## config.mk

```make
export PLATFORM = sky130hd
export DESIGN_NAME = mssd_frame_tx
export DESIGN_NICKNAME = d
export VERILOG_FILES = /design/src/rtl/mssd_frame_tx.sv
export SDC_FILE = /design/constraint.sdc
export NUM_CORES = 1
export LEC_CHECK = 0
export CAP_MARGIN = 10
export CORE_MARGIN = 3
export CORE_UTILIZATION = 62
export CTS_CLUSTER_DIAMETER = 200
export DETAILED_ROUTE_END_ITERATION = 8
export GPL_ROUTABILITY_DRIVEN = 1
export PLACE_DENSITY = 0.85
export SYNTH_ARGS = -nofsm -noshare
export SYNTH_HDL_FRONTEND = slang
export SYNTH_SLANG_ARGS = --single-unit
export TNS_END_PERCENT = 5
```

## constraint.sdc

```tcl
create_clock -name clk -period 4.8 [get_ports clk]
set_input_delay 0.96 -clock clk [delete_from_list [all_inputs] [get_ports clk]]
set_output_delay 0.96 -clock clk [all_outputs]
set_load 0.005 [all_outputs]
```

## src/rtl/mssd_frame_tx.sv

```systemverilog
`default_nettype none
// ============================================================================
// Module      : mssd_frame_tx
// Description : MSSD serial framer: start bit, 6-bit {port,len} header, then
//               len payload bytes, all MSB-first. Optional post-frame idle gap
//               is enabled by defining MSSD_TX_GAP_EN.
// Revision    : 1.0 - initial release
// ============================================================================
module mssd_frame_tx #(
  parameter int unsigned BIT_DIV  = 1,
  parameter int unsigned GAP_BITS = 2
) (
  input  logic       clk,
  input  logic       rst,
  input  logic       frm_start,
  input  logic [1:0] frm_port,
  input  logic [3:0] frm_len,
  output logic       frm_ready,
  input  logic [7:0] byte_data,
  input  logic       byte_valid,
  output logic       byte_ready,
  output logic       so,
  output logic       busy,
  output logic       done,
  output logic       len_err,
  output logic       underrun
);

`ifdef MSSD_TX_GAP_EN
  typedef enum logic [2:0] {S_IDLE, S_START, S_HDR, S_DATA, S_GAP} state_t;
  localparam logic [7:0] C_GAP_LAST = 8'(GAP_BITS - 1);
`else
  typedef enum logic [1:0] {S_IDLE, S_START, S_HDR, S_DATA} state_t;
`endif

  localparam logic [7:0] C_BIT_LAST = 8'(BIT_DIV - 1);

  state_t     state_q, state_d;
  logic [7:0] timer_q, timer_d;
  logic [5:0] hdr_q, hdr_d;
  logic [2:0] hcnt_q, hcnt_d;
  logic [7:0] data_q, data_d;
  logic [2:0] dcnt_q, dcnt_d;
  logic [3:0] len_q, len_d;
  logic [3:0] sent_q, sent_d;
  logic [3:0] fetched_q, fetched_d;
  logic [7:0] hold_q, hold_d;
  logic       hold_full_q, hold_full_d;
  logic       done_q, done_d;
  logic       len_err_q, len_err_d;
  logic       underrun_q, underrun_d;
`ifdef MSSD_TX_GAP_EN
  logic [7:0] gcnt_q, gcnt_d;
`endif

  logic w_bit_end;
  logic w_xfer;
  logic w_load;
  logic w_abort;

  assign w_bit_end  = (timer_q == C_BIT_LAST);
  assign frm_ready  = (state_q == S_IDLE);
  assign busy       = (state_q != S_IDLE);
  assign byte_ready = busy && !hold_full_q && (fetched_q < len_q);
  assign w_xfer     = byte_valid && byte_ready;
  assign done       = done_q;
  assign len_err    = len_err_q;
  assign underrun   = underrun_q;

  always_ff @(posedge clk or negedge rst) begin
    if (!rst) state_q <= S_IDLE;
    else      state_q <= state_d;
  end

  always_comb begin
    state_d     = state_q;
    timer_d     = (state_q == S_IDLE || w_bit_end) ? 8'd0 : timer_q + 8'd1;
    hdr_d       = hdr_q;
    hcnt_d      = hcnt_q;
    data_d      = data_q;
    dcnt_d      = dcnt_q;
    len_d       = len_q;
    sent_d      = sent_q;
    fetched_d   = fetched_q;
    hold_d      = hold_q;
    hold_full_d = hold_full_q;
    done_d      = 1'b0;
    len_err_d   = 1'b0;
    underrun_d  = 1'b0;
    w_load      = 1'b0;
    w_abort     = 1'b0;
    so          = 1'b1;
`ifdef MSSD_TX_GAP_EN
    gcnt_d      = gcnt_q;
`endif
    case (state_q)
      S_IDLE: begin
        if (frm_start) begin
          if (frm_len != 4'd0) begin
            len_d     = frm_len;
            hdr_d     = {frm_port, frm_len};
            hcnt_d    = 3'd0;
            sent_d    = 4'd0;
            fetched_d = 4'd0;
            state_d   = S_START;
          end else begin
            len_err_d = 1'b1;
          end
        end
      end
      S_START: begin
        so = 1'b0;
        if (w_bit_end) state_d = S_HDR;
      end
      S_HDR: begin
        so = hdr_q[5];
        if (w_bit_end) begin
          if (hcnt_q == 3'd5) begin
            if (hold_full_q) begin
              w_load  = 1'b1;
              state_d = S_DATA;
            end else begin
              w_abort = 1'b1;
            end
          end else begin
            hdr_d  = {hdr_q[4:0], 1'b0};
            hcnt_d = hcnt_q + 3'd1;
          end
        end
      end
      S_DATA: begin
        so = data_q[7];
        if (w_bit_end) begin
          if (dcnt_q == 3'd7) begin
            if (sent_q == len_q) begin
              done_d  = 1'b1;
`ifdef MSSD_TX_GAP_EN
              gcnt_d  = 8'd0;
              state_d = S_GAP;
`else
              state_d = S_IDLE;
`endif
            end else if (hold_full_q) begin
              w_load = 1'b1;
            end else begin
              w_abort = 1'b1;
            end
          end else begin
            data_d = {data_q[6:0], 1'b0};
            dcnt_d = dcnt_q + 3'd1;
          end
        end
      end
`ifdef MSSD_TX_GAP_EN
      S_GAP: begin
        if (w_bit_end) begin
          if (gcnt_q == C_GAP_LAST) state_d = S_IDLE;
          else                      gcnt_d  = gcnt_q + 8'd1;
        end
      end
`endif
      default: state_d = S_IDLE;
    endcase

    // A shifter load consumes the old holding contents before any new byte lands.
    if (w_load) begin
      data_d      = hold_q;
      dcnt_d      = 3'd0;
      sent_d      = sent_q + 4'd1;
      hold_full_d = 1'b0;
    end
    if (w_xfer) begin
      hold_d      = byte_data;
      hold_full_d = 1'b1;
      fetched_d   = fetched_q + 4'd1;
    end
    if (w_abort) begin
      underrun_d  = 1'b1;
      hold_full_d = 1'b0;
      state_d     = S_IDLE;
    end
  end

  always_ff @(posedge clk or negedge rst) begin
    if (!rst) begin
      timer_q     <= 8'd0;
      hdr_q       <= 6'd0;
      hcnt_q      <= 3'd0;
      data_q      <= 8'd0;
      dcnt_q      <= 3'd0;
      len_q       <= 4'd0;
      sent_q      <= 4'd0;
      fetched_q   <= 4'd0;
      hold_q      <= 8'd0;
      hold_full_q <= 1'b0;
      done_q      <= 1'b0;
      len_err_q   <= 1'b0;
      underrun_q  <= 1'b0;
`ifdef MSSD_TX_GAP_EN
      gcnt_q      <= 8'd0;
`endif
    end else begin
      timer_q     <= timer_d;
      hdr_q       <= hdr_d;
      hcnt_q      <= hcnt_d;
      data_q      <= data_d;
      dcnt_q      <= dcnt_d;
      len_q       <= len_d;
      sent_q      <= sent_d;
      fetched_q   <= fetched_d;
      hold_q      <= hold_d;
      hold_full_q <= hold_full_d;
      done_q      <= done_d;
      len_err_q   <= len_err_d;
      underrun_q  <= underrun_d;
`ifdef MSSD_TX_GAP_EN
      gcnt_q      <= gcnt_d;
`endif
    end
  end

endmodule
`default_nettype wire

```

; Word level (Yosys, flattened, before mapping)
; Cells that the tools add are included.
[totals]
ff_bits = 54
inputBits = 18
[op_classes]
addsub = 5
n_lt_le_gt_ge = 1
eq_ne = 20
mux = 61
reduce_logical = 25
[ops]
columns = operator, n
row1 = 8-bit two-way mux, 5
row2 = 3-bit two-way mux, 8
row3 = 6-bit two-way mux, 4
row4 = 1-bit two-way mux, 23
row5 = "3-bit != test, second input constant", 7
row6 = 2-bit two-way mux, 10
row7 = 4-bit two-way mux, 5
row8 = 2-bit nonzero test, 10
row9 = 6-bit one-hot mux with 2 select lines, 1
row10 = 3-bit AND reduction, 4
row11 = 9-bit AND reduction, 1
row12 = "4-bit by 1-bit adder with 4-bit output, second input constant", 2
row13 = "8-bit by 1-bit adder with 8-bit output, second input constant", 1
row14 = 8-bit logical NOT, 1
row15 = "2-bit != test, second input constant", 4
row16 = 2-bit one-hot mux with 4 select lines, 1
row17 = "3-bit by 1-bit adder with 3-bit output, second input constant", 2
row18 = "3-bit == test, second input constant", 2
row19 = 3-bit one-hot mux with 2 select lines, 1
row20 = 5-bit AND reduction, 1
row21 = "2-bit == test, second input constant", 2
row22 = 4-bit == test, 1
row23 = 4-bit < comparator, 1
row24 = 1-bit one-hot mux with 2 select lines, 2
row25 = 11 further kinds, 13

; Longest topological paths before layout
[depth]
ltp_word = 8
ltp_mapped = 9
depth_no_buf = 8

; Least setup slack after synthesis
; No wires, ideal clock.
[synth_timing]
path_type = register to output
from = register state_q[0]
to = output port so
t_arrival_ns = 1.583
required_ns = 3.840
setup_slack_ns = 2.257
stages_incl_launch_ff = 6
path_buffers = 2
path_cell_list = dfrtp_1 inv_1 ha_1 clkbuf_1 clkbuf_1 a221o_1
[synth_via]
elab_chain_cells = 2
elab_cells_between_ends = 4
[synth_lines]
columns = item, line_no
row1 = "start, declared", 38  ; state_t state_q, state_d;
row2 = "start signal, assigned", 72  ; else state_q <= state_d;
row3 = 2-bit == test / 2-bit by 1-bit == test with 1-bit output (equally long branches), 96  ; case (state_q)
row4 = 1-bit one-hot mux with 3 select lines (*), 96
row5 = "end, declared", 22  ; output logic so,
; Mark *: on every way between the ends. The rest lies on a longest branch, timed or not.

; Worst setup path in the final report
; Same ends and word-level chain as after synthesis.

==> summary.txt <==
Global route
  • GR Layer Usage met3: 0.0419
  • Vias in the first global route: between 2000 and 2500
  • Met2 Use GR: 0.343
  • GR Layer Usage met1: 0.301
  • Gr busiest metal: met2
  • Total track usage: 0.215
  • Initial antenna violation count: 0
  • First-pass GRT wire length: a little over 9000 um
  • Global route overflow: 0
  • Largest net degree at the start of global routing: 55

Power and ir drop
  • Clock power frac: 0.157
  • Leakage Power: between 1 and 1.5 nW
  • Logic pwr share: 0.428
  • Peak VDD IR: ~0.31 mV
  • Power Dens Cells: 539 nW/um^2
  • Net Sw Frac: 0.381
  • Power after layout: around 1.8 mW
  • Int Pwr: between 1 and 1.5 mW
  • P_sw: roughly 670 uW
  • Sequential Power Share: 0.416

CTS
  • Max H-tree Level: 2
  • CTS Sinks: 54
  • Clock buffer depth: 2
  • TritonCTS clock tree: yes
  • Clock-pin slew on the worst setup and hold paths: approximately 90 ps
  • CTS Buf Count: 5
  • Worst-Skew Late Latency: 310 ps
  • Setup bufs post-CTS: 0
  • Post-CTS resize count: 0
  • Post-CTS Hold Buffers: 0
  • Root buf cell: clkbuf_8

Setup path
  • Worst-path fanout max: 21
  • RR Startpoint: state_q[0]
  • Crit-path max cell delay: between 700 and 800 ps
  • Worst R2R Path Depth: 6
  • Worst-path cell chain: inv_1 -> ha_1 -> a221o_1 -> clkdlybuf4s50_1
  • Worst r2r dst: data_q[5]
  • Crit-path leading delay family: adder cells
  • Critical Path RT: 3840 ps
  • Worst R2R Setup Slack: approximately 1900 ps
  • Worst Setup Path Type: flop to output pin
  • CP max-delay cell: ha_1
  • Crit start category: flop
  • Buf/Inv on CP: 2
  • CP Capture Type: output pin
  • Worst Path Arrival: between 2000 and 2500 ps

Timing
  • Final period utilization: 0.682
  • Worst-margin pin slew: just under 1000 ps
  • Slew margin rel.: 0.344
  • TNS Setup: 0 ps
  • Final Worst Setup Slack: ~1500 ps
  • Max Clk Rate: 305 MHz
  • Final Max Tran Viols: 0
  • Layout Skew: around 11 ps
  • Final setup viols: 0
  • Min Hold Slack: 496 ps
  • Unrepaired setup endpoints after global routing: false
  • Final Critical Period: 3270 ps
  • Final hold vios: 0

Cells and area
  • Final #Nets: between 300 and 400
  • Commonest non-fill, non-tap cells in the layout: 54 x dfrtp_1, 26 x nor2_1, 23 x clkdlybuf4s50_1
  • Layout area overhead: 12.9%
  • Antenna diode count: 0
  • Non-Filler Instances: about 360
  • Area of the multi-input gates: 1440 sq um
  • Final instance area: 3280 sq um
  • Commonest non-fill, non-tap cell in the layout: dfrtp_1
  • Share of post-route cells with drive strength above 1: 0.112
  • Fillers: about 330
  • Post-Route Utilization: 0.737
  • Seq. cell area: between 1000 and 1500 sq um

Yosys
  • Syn_nets: 314
  • Async SR Flop Fraction: 1.00
  • Sequential area share after synthesis: 0.466
  • FF+latch count, synth: 54
  • Cell Area, Synth: roughly 2900 sq um
  • Synth warn: 0
  • Syn Area/Cell: between 10 and 15 sq um
  • Number of flops mapped to enable cells by yosys: 0
  • Synth cell types: 47
  • Prevailing post-synth register cell: dfrtp_1
  • Cells after Synth: 280

Route
  • Post-route ant nets: 0
  • Drt via density: between 5 and 6
  • Drt wl/cell: 14.6 um
  • Router iterations before antenna repair: 5
  • First DRT Iteration DRCs: around 160
  • Number of remaining DRC errors: 0
  • Vias: around 2000
  • Final WL: between 5000 and 6000 um

Place
  • Final HPWL DP: 3700 um
  • DP Cell Count: 347
  • Buffers on Ports: 24
  • Placed inst area: 3170 sq um
  • RePlAce Congestion: 0.820
  • Pre-CTS setup slack: 1740 ps

Worst hold path
  • Hold crit path type: flop to flop
  • Hold path endpoint: dcnt_q[0]
  • Hold Path Cell Cnt: 1
  • Hold Crit Start: dcnt_q[0]

Status
  • Status: completed

Floorplan
  • Die area: 5540 sq um
  • Die H: 74.4 um
  • Initial Util: 0.653
  • Die X: 74.4 um
  • Ports: 25
  • Row count: 24
  • Core Region: ~4400 sq um

Job
  • MaxCap Viol Count: 0
==> metal layers <==
metal	vias to the layer above	wire length [um]
li1	1018	-
met1	974	2470
met2	38	2440
met3	4	195
met4	0	55
met5	-	0
==> power by group through the flow <==
| stage | logic [mW] | clock network, mW | registers [mW] |
|---|---|---|---|
| final | 0.755 | 0.276 | 0.734 |
| after detailed placement | 0.757 | 0 | 0.742 |
| after global routing | 0.859 | 0.306 | 0.757 |
| after CTS | 0.761 | 0.286 | 0.734 |
| after floorplan | 0.601 | 0 | 0.699 |
| after global placement | 0.732 | 0 | 0.737 |
==> logic make-up (layout without fill, tap and decap cells) <==
| group | after synthesis | in the layout | share of synthesized area |
|---|---|---|---|
| simple gates | 85 | 85 | 0.150 |
| compound gates | 56 | 56 | 0.136 |
| flops | 54 | 54 | 0.466 |
| mux | 29 | 29 | 0.105 |
| buf+inv | 29 | 52 | 0.0410 |
| fa+ha+maj | 16 | 16 | 0.0690 |
| xor+xnor | 11 | 11 | 0.0332 |
==> cells in the mapped netlist, types with 4 or more instances <==
| cell type | n | share of area |
|---|---|---|
| a21oi_1 | 14 | 0.024 |
| a21oi_2 | 4 | 0.012 |
| and3_1 | 5 | 0.011 |
| clkbuf_1 | 8 | 0.010 |
| dfrtp_1 | 54 | 0.47 |
| ha_1 | 16 | 0.069 |
| inv_1 | 18 | 0.023 |
| mux2_2 | 11 | 0.043 |
| mux2i_1 | 18 | 0.062 |
| nand2_1 | 21 | 0.027 |
| nand2b_1 | 4 | 0.0086 |
| nand3_1 | 11 | 0.019 |
| nor2_1 | 26 | 0.034 |
| nor3_1 | 5 | 0.0086 |
| o21ai_0 | 11 | 0.019 |
| o21ai_1 | 5 | 0.0086 |
| xor2_1 | 9 | 0.027 |
==> worst max path at each step <==
stage                           from  slack (ps)  endpoint  cells past startpoint
after CTS                 state_q[0]        1510        so                      4
final                     state_q[0]        1530        so                      4
after global placement    frm_len[2]        1870  len_q[1]                      6
after detailed placement  frm_len[2]        1740  len_q[3]                      6
after global routing      state_q[0]        1360        so                      4
after floorplan           state_q[0]        2260        so                      5
==> worst reg2reg max path, cell delays in order (launching register included) <==
cell       delay (ps)
dfrtp_1           420
inv_1             130
ha_1              730
nor2_1            240
a2111oi_4         890
mux2i_1           320
a21oi_2            80
==> area by class of cell <==
class,count,area share
clock inverters,1,0.00267
well taps,52,0.0199
inverters,18,0.0206
flip-flops and latches,54,0.413
multi-input cells,197,0.439
clock buffers,7,0.0294
repair buffers,26,0.0764
==> sequential cells by signal (all words and copies together) (netlist names), 2 cells and up <==
register,cells
hcnt_q,3
state_q,2
data_q,8
fetched_q,4
len_q,4
sent_q,4
dcnt_q,3
hdr_q,6
hold_q,8
timer_q,8
Note: power is estimated with default switching activity, not from simulation.
